==> config.mk <==
export PLATFORM = sky130hd
export DESIGN_NAME = audio_record_ctrl_flat
export DESIGN_NICKNAME = d
export VERILOG_FILES = /design/src/rtl/audio_record_ctrl_if.sv /design/src/rtl/audio_record_ctrl.sv /design/src/flat_wrapper.sv
export SDC_FILE = /design/constraint.sdc
export NUM_CORES = 1
export LEC_CHECK = 0
export ABC_CLOCK_PERIOD_IN_PS = 2520
export BUFFER_PORTS_ARGS = -buffer_cell sky130_fd_sc_hd__buf_2
export CAP_MARGIN = 20
export CELL_PAD_IN_SITES_DETAIL_PLACEMENT = 0
export CELL_PAD_IN_SITES_GLOBAL_PLACEMENT = 2
export CORE_ASPECT_RATIO = 0.8
export CORE_UTILIZATION = 31
export DETAILED_ROUTE_END_ITERATION = 10
export GPL_ROUTABILITY_DRIVEN = 0
export HOLD_SLACK_MARGIN = 0.03
export PLACE_DENSITY = 0.88
export SLEW_MARGIN = 0
export SYNTH_ARGS = -nofsm -noshare
export SYNTH_HDL_FRONTEND = slang
export SYNTH_SLANG_ARGS = --single-unit
export TNS_END_PERCENT = 100
==> constraint.sdc <==
create_clock -name clk_in -period 2.52 [get_ports clk_in]
set_input_delay 0.504 -clock clk_in [delete_from_list [all_inputs] [get_ports clk_in]]
set_output_delay 0.504 -clock clk_in [all_outputs]
set_load 0.02 [all_outputs]
==> src/rtl/audio_record_ctrl_if.sv <==
// Sample-stream, BRAM and status signals of the audio record/playback sequencer.
// The master drives the stream and BRAM read data; the slave (the controller) drives the rest.
interface audio_record_ctrl_if #(
  parameter int ADDR_W = 16,
  parameter int DATA_W = 8
);
  logic              record_in;
  logic              ready_in;
  logic [DATA_W-1:0] sample_in;
  logic [ADDR_W-1:0] bram_addr_out;
  logic              bram_we_out;
  logic [DATA_W-1:0] bram_din_out;
  logic [DATA_W-1:0] bram_dout_in;
  logic [DATA_W-1:0] data_out;
  logic [1:0]        state_out;
  logic [ADDR_W:0]   len_out;
  logic              full_out;

  modport master (
    output record_in, ready_in, sample_in, bram_dout_in,
    input  bram_addr_out, bram_we_out, bram_din_out, data_out, state_out, len_out, full_out
  );

  modport slave (
    input  record_in, ready_in, sample_in, bram_dout_in,
    output bram_addr_out, bram_we_out, bram_din_out, data_out, state_out, len_out, full_out
  );
endinterface

==> src/rtl/audio_record_ctrl.sv <==
// Record/playback sequencer for a single-port sample BRAM: records mic samples while
// record_in is held, then loops the recorded length back to the output chain.
module audio_record_ctrl #(
  parameter int ADDR_W = 16,
  parameter int DATA_W = 8
) (
  input  logic                clk_in,
  input  logic                rst_in,
  audio_record_ctrl_if.slave  bus
);

  typedef enum logic [1:0] {
    ST_IDLE   = 2'd0,
    ST_RECORD = 2'd1,
    ST_PLAY   = 2'd2
  } state_t;

  localparam logic [ADDR_W:0] DEPTH = {1'b1, {ADDR_W{1'b0}}};

  state_t            state_q, state_d;
  logic              rec_q;
  logic [ADDR_W-1:0] addr_q, addr_d;
  logic              we_q, we_d;
  logic [DATA_W-1:0] din_q, din_d;
  logic [DATA_W-1:0] data_q, data_d;
  logic [ADDR_W:0]   len_q, len_d;
  logic              full_q, full_d;

  logic              rise, fall;
  logic [ADDR_W:0]   len_inc;
  logic [ADDR_W:0]   addr_ext_inc;

  assign rise         = bus.record_in & ~rec_q;
  assign fall         = ~bus.record_in & rec_q;
  assign len_inc      = len_q + (ADDR_W+1)'(1);
  assign addr_ext_inc = {1'b0, addr_q} + (ADDR_W+1)'(1);

  always_comb begin
    state_d = state_q;
    addr_d  = addr_q;
    we_d    = 1'b0;
    din_d   = din_q;
    data_d  = data_q;
    len_d   = len_q;
    full_d  = full_q;

    // we_q high marks the cycle after a write: commit length and advance the address
    if (state_q == ST_RECORD && we_q) begin
      len_d  = len_inc;
      addr_d = addr_q + ADDR_W'(1);
      if (len_inc == DEPTH) begin
        full_d = 1'b1;
      end
    end

    if (rise) begin
      state_d = ST_RECORD;
      addr_d  = '0;
      len_d   = '0;
      full_d  = 1'b0;
    end else if (fall && state_q == ST_RECORD) begin
      // len_d already includes a write completing this cycle
      if (len_d != '0) begin
        state_d = ST_PLAY;
        addr_d  = '0;
      end else begin
        state_d = ST_IDLE;
        data_d  = '0;
      end
    end else begin
      case (state_q)
        ST_IDLE: begin
          data_d = '0;
        end
        ST_RECORD: begin
          if (bus.ready_in) begin
            data_d = bus.sample_in;
            if (!full_q) begin
              we_d  = 1'b1;
              din_d = bus.sample_in;
            end
          end
        end
        ST_PLAY: begin
          if (bus.ready_in) begin
            data_d = bus.bram_dout_in;
            addr_d = (addr_ext_inc == len_q) ? '0 : addr_q + ADDR_W'(1);
          end
        end
        default: begin
          state_d = ST_IDLE;
          data_d  = '0;
        end
      endcase
    end
  end

  always_ff @(posedge clk_in or posedge rst_in) begin
    if (rst_in) begin
      state_q <= ST_IDLE;
      rec_q   <= 1'b0;
      addr_q  <= '0;
      we_q    <= 1'b0;
      din_q   <= '0;
      data_q  <= '0;
      len_q   <= '0;
      full_q  <= 1'b0;
    end else begin
      state_q <= state_d;
      rec_q   <= bus.record_in;
      addr_q  <= addr_d;
      we_q    <= we_d;
      din_q   <= din_d;
      data_q  <= data_d;
      len_q   <= len_d;
      full_q  <= full_d;
    end
  end

  assign bus.bram_addr_out = addr_q;
  assign bus.bram_we_out   = we_q;
  assign bus.bram_din_out  = din_q;
  assign bus.data_out      = data_q;
  assign bus.state_out     = state_q;
  assign bus.len_out       = len_q;
  assign bus.full_out      = full_q;

endmodule

==> src/flat_wrapper.sv <==
// flat-port wrapper written by rule: the top's interface ports become plain ports
module audio_record_ctrl_flat 
#(
  parameter int ADDR_W = 16,
  parameter int DATA_W = 8
)
  (clk_in, rst_in, bus_record_in, bus_ready_in, bus_sample_in, bus_bram_dout_in, bus_bram_addr_out, bus_bram_we_out, bus_bram_din_out, bus_data_out, bus_state_out, bus_len_out, bus_full_out);
  audio_record_ctrl_if #(.ADDR_W(ADDR_W), .DATA_W(DATA_W)) bus_i ();
  input  logic clk_in;
  input  logic rst_in;
  input wire logic [$bits(bus_i.record_in)-1:0] bus_record_in;
  input wire logic [$bits(bus_i.ready_in)-1:0] bus_ready_in;
  input wire logic [$bits(bus_i.sample_in)-1:0] bus_sample_in;
  input wire logic [$bits(bus_i.bram_dout_in)-1:0] bus_bram_dout_in;
  output wire logic [$bits(bus_i.bram_addr_out)-1:0] bus_bram_addr_out;
  output wire logic [$bits(bus_i.bram_we_out)-1:0] bus_bram_we_out;
  output wire logic [$bits(bus_i.bram_din_out)-1:0] bus_bram_din_out;
  output wire logic [$bits(bus_i.data_out)-1:0] bus_data_out;
  output wire logic [$bits(bus_i.state_out)-1:0] bus_state_out;
  output wire logic [$bits(bus_i.len_out)-1:0] bus_len_out;
  output wire logic [$bits(bus_i.full_out)-1:0] bus_full_out;
  assign bus_i.record_in = bus_record_in;
  assign bus_i.ready_in = bus_ready_in;
  assign bus_i.sample_in = bus_sample_in;
  assign bus_i.bram_dout_in = bus_bram_dout_in;
  assign bus_bram_addr_out = bus_i.bram_addr_out;
  assign bus_bram_we_out = bus_i.bram_we_out;
  assign bus_bram_din_out = bus_i.bram_din_out;
  assign bus_data_out = bus_i.data_out;
  assign bus_state_out = bus_i.state_out;
  assign bus_len_out = bus_i.len_out;
  assign bus_full_out = bus_i.full_out;
  audio_record_ctrl #(.ADDR_W(ADDR_W), .DATA_W(DATA_W)) u_core (.clk_in(clk_in), .rst_in(rst_in), .bus(bus_i));
endmodule
==> metrics <==
RSZ-0062 raised after global routing true; hold_ws 0.2928 ns; clock buffer count from CTS 5; VDD IR max 0.0005623 V; Mean Syn Cell Area 9.144 um2; via count 3,967; Leakage 0.002747 uW; final net count 621; global-route wire length before repair 20.36 mm; Die H 103.0 um; status finished, violations left; syn_nets 458; Distinct cells, synth 63; Synth top area share 0.3421; Port Buffers 72; num rows 36; MaxCap Viol Count 0; Root Buffer clkbuf_16; initial antenna violation count 0; setup_tns -0.1039 ns; worst min path class in -> async; dpl cells 738; P&R area growth vs syn 47.36%; WS Path Type reg -> reg; Starting Density 0.3212; htree depth 2; final WL 13.05 mm; Relative slew margins 0.3449; synthesized cell area 0.003950 mm2; post-route ant nets 0; drc violations 0; Power per Cell Area 681.6 mW/mm2; diode count 0; sequential-to-total area share from yosys stat 0.3421; Post-Route Skew 0.007715 ns; worst r2r src u_core.bus.state_out[1]; later-pin clock latency in the skew report 0.31 ns; failing checks setup timing; most common cell after layout, fill and taps aside buf_4; Final min period 2.544 ns; final cell count without fillers 767; overflow left after global routing 0; clk slew on worst S/H paths 0.08 ns; Avg WL per Cell 17.02 um; worst path arrival time 2.73 ns; Final Worst Setup Slack -0.02410 ns; yosys warns 0; most frequent cells in the layout buf_4, buf_2, nor2_1; hpwl dp 9.981 mm; top cell type by total area after synthesis dfrtp_1; Yosys reg bits 54; Hold Vio Cnt, Final 0; Max FO, Critical Path 8; worst reg2reg path depth 10; die area 0.01320 mm2; num ports 73; Startpoint Class register; DRT iter0 DRCs 241; largest net degree at the start of global routing 30; ys async rst share 1.000; fillers 1,160; clock buffer depth 2; final setup violating endpoints 8; overall power 3967 uW; Setup Slack @ Placement -0.1728 ns; vias in the first global route 3,839; period utilization 1.010; core footprint 0.01230 mm2; drt pass-1 iters 4; Main synth FF type dfrtp_1; Synth Instances 432; Max Freq 393.1 MHz; layout cells sized above 1 0.4933; Vias/cell 5.172; number of synthesized flops with an enable pin 0; Worst Tran Pin Value 0.9745 ns; Req. time, crit path 2.71 ns; Die Wd 128.2 um; CTS tree done; Slew Limit Fails 0; Area contributors post-synth dfrtp_1, xnor2_1, nor2_1; Setup crit end kind register; worst flop-to-flop path endpoint u_core.bus.data_out[1]; Global Route Usage Sum 0.1994; reg-to-reg slack, setup -0.02 ns; clock sink total 54
[cell usage after synthesis, types with 9 or more instances]
cell type  count
nor3_1        10
nor2_1        55
clkbuf_1      13
nor4_1        12
a22oi_1       11
xor2_1        16
buf_4          9
xnor2_1       30
nand4_1       11
inv_1         15
nand3_1       13
dfrtp_1       54
mux2_2        11
mux2_4         9
nand2_1       30
[metal layers]
layer  vias up  GRT usage  share of wire
li1       1886          -              -
met1      1946     0.2851           0.48
met2       124     0.3160           0.46
met3        11    0.03217          0.051
met4         0    0.04344         0.0088
met5         -          0              0
[final cells by class]
cell class | instances | area [um2] | area share
Clock inverter | 3 | 28.78 | 0.004944
Timing Repair Buffer | 189 | 1279 | 0.2197
Multi-Input combinational cell | 330 | 2748 | 0.4721
Inverter | 15 | 56.30 | 0.009673
Tap cell | 171 | 214.0 | 0.03676
Clock buffer | 5 | 125.1 | 0.02150
Sequential cell | 54 | 1370 | 0.2354
[power by group]
part	switching, uW	leakage, uW	total, uW	internal (uW)
clock	372	0.0000763	754	383
sequential	139	0.000700	1190	1050
combinational	1080	0.00197	2020	945
[flip-flops by register name (all words and copies together) (netlist names)]
signal and count:
u_core.bus.bram_addr_out 16, u_core.bus.bram_din_out 8, u_core.bus.bram_we_out 1, u_core.bus.data_out 8, u_core.bus.full_out 1, u_core.bus.len_out 17
u_core.bus.state_out 2, u_core.rec_q 1
[cell families after synthesis]
logic type	after synthesis	synth area share
AO/OA/AOI/OAI	75	0.1479
XOR/XNOR	47	0.1080
adder cells (fa/ha/maj)	6	0.01900
buffers and inverters	48	0.06018
flip-flops	54	0.3421
multiplexers	22	0.07064
AND/OR/NAND/NOR	180	0.2521
[through the flow]
stage | cell area (um2) | util
finish | 5821 | 0.4733
global placement | 5241 | 0.4262
floorplan | 4118 | -
CTS | 5648 | 0.4593
detailed placement | 5241 | 0.4262
global route | 5821 | 0.4733
[worst max-delay path: stages (launching register included)]
cell and delay [ns]:
dfrtp_2 0.41, inv_2 0.07, ha_4 0.18, and2_4 0.23, nand3_4 0.09, mux2_4 0.32, nor4_4 0.26, a31oi_4 0.17
a211oi_4 0.23, buf_12 0.17, mux2_4 0.30
[what timing repair did]
action                     4_1_cts  5_1_grt
resized for setup               28       25
setup endpoints to repair       24       24
pin swaps                       17       16
setup buffers                   14        7
hold endpoints to repair         0        0
hold buffers                     0        0
[worst max-delay path by stage]
stage,start,depth (start not counted),endpoint
6_report,u_core.bus.state_out[1],10,u_core.bus.data_out[1]
5_1_grt,u_core.bus.state_out[1],10,u_core.bus.data_out[1]
4_1_cts,u_core.bus.bram_addr_out[0],10,u_core.bus.bram_addr_out[14]
3_5_place_dp,u_core.bus.bram_addr_out[9],10,u_core.bus.bram_addr_out[7]
3_3_place_gp,u_core.bus.bram_addr_out[9],10,u_core.bus.bram_addr_out[7]
2_1_floorplan,u_core.bus.len_out[1],8,u_core.bus.data_out[0]
(Power assumes the default switching activity.)
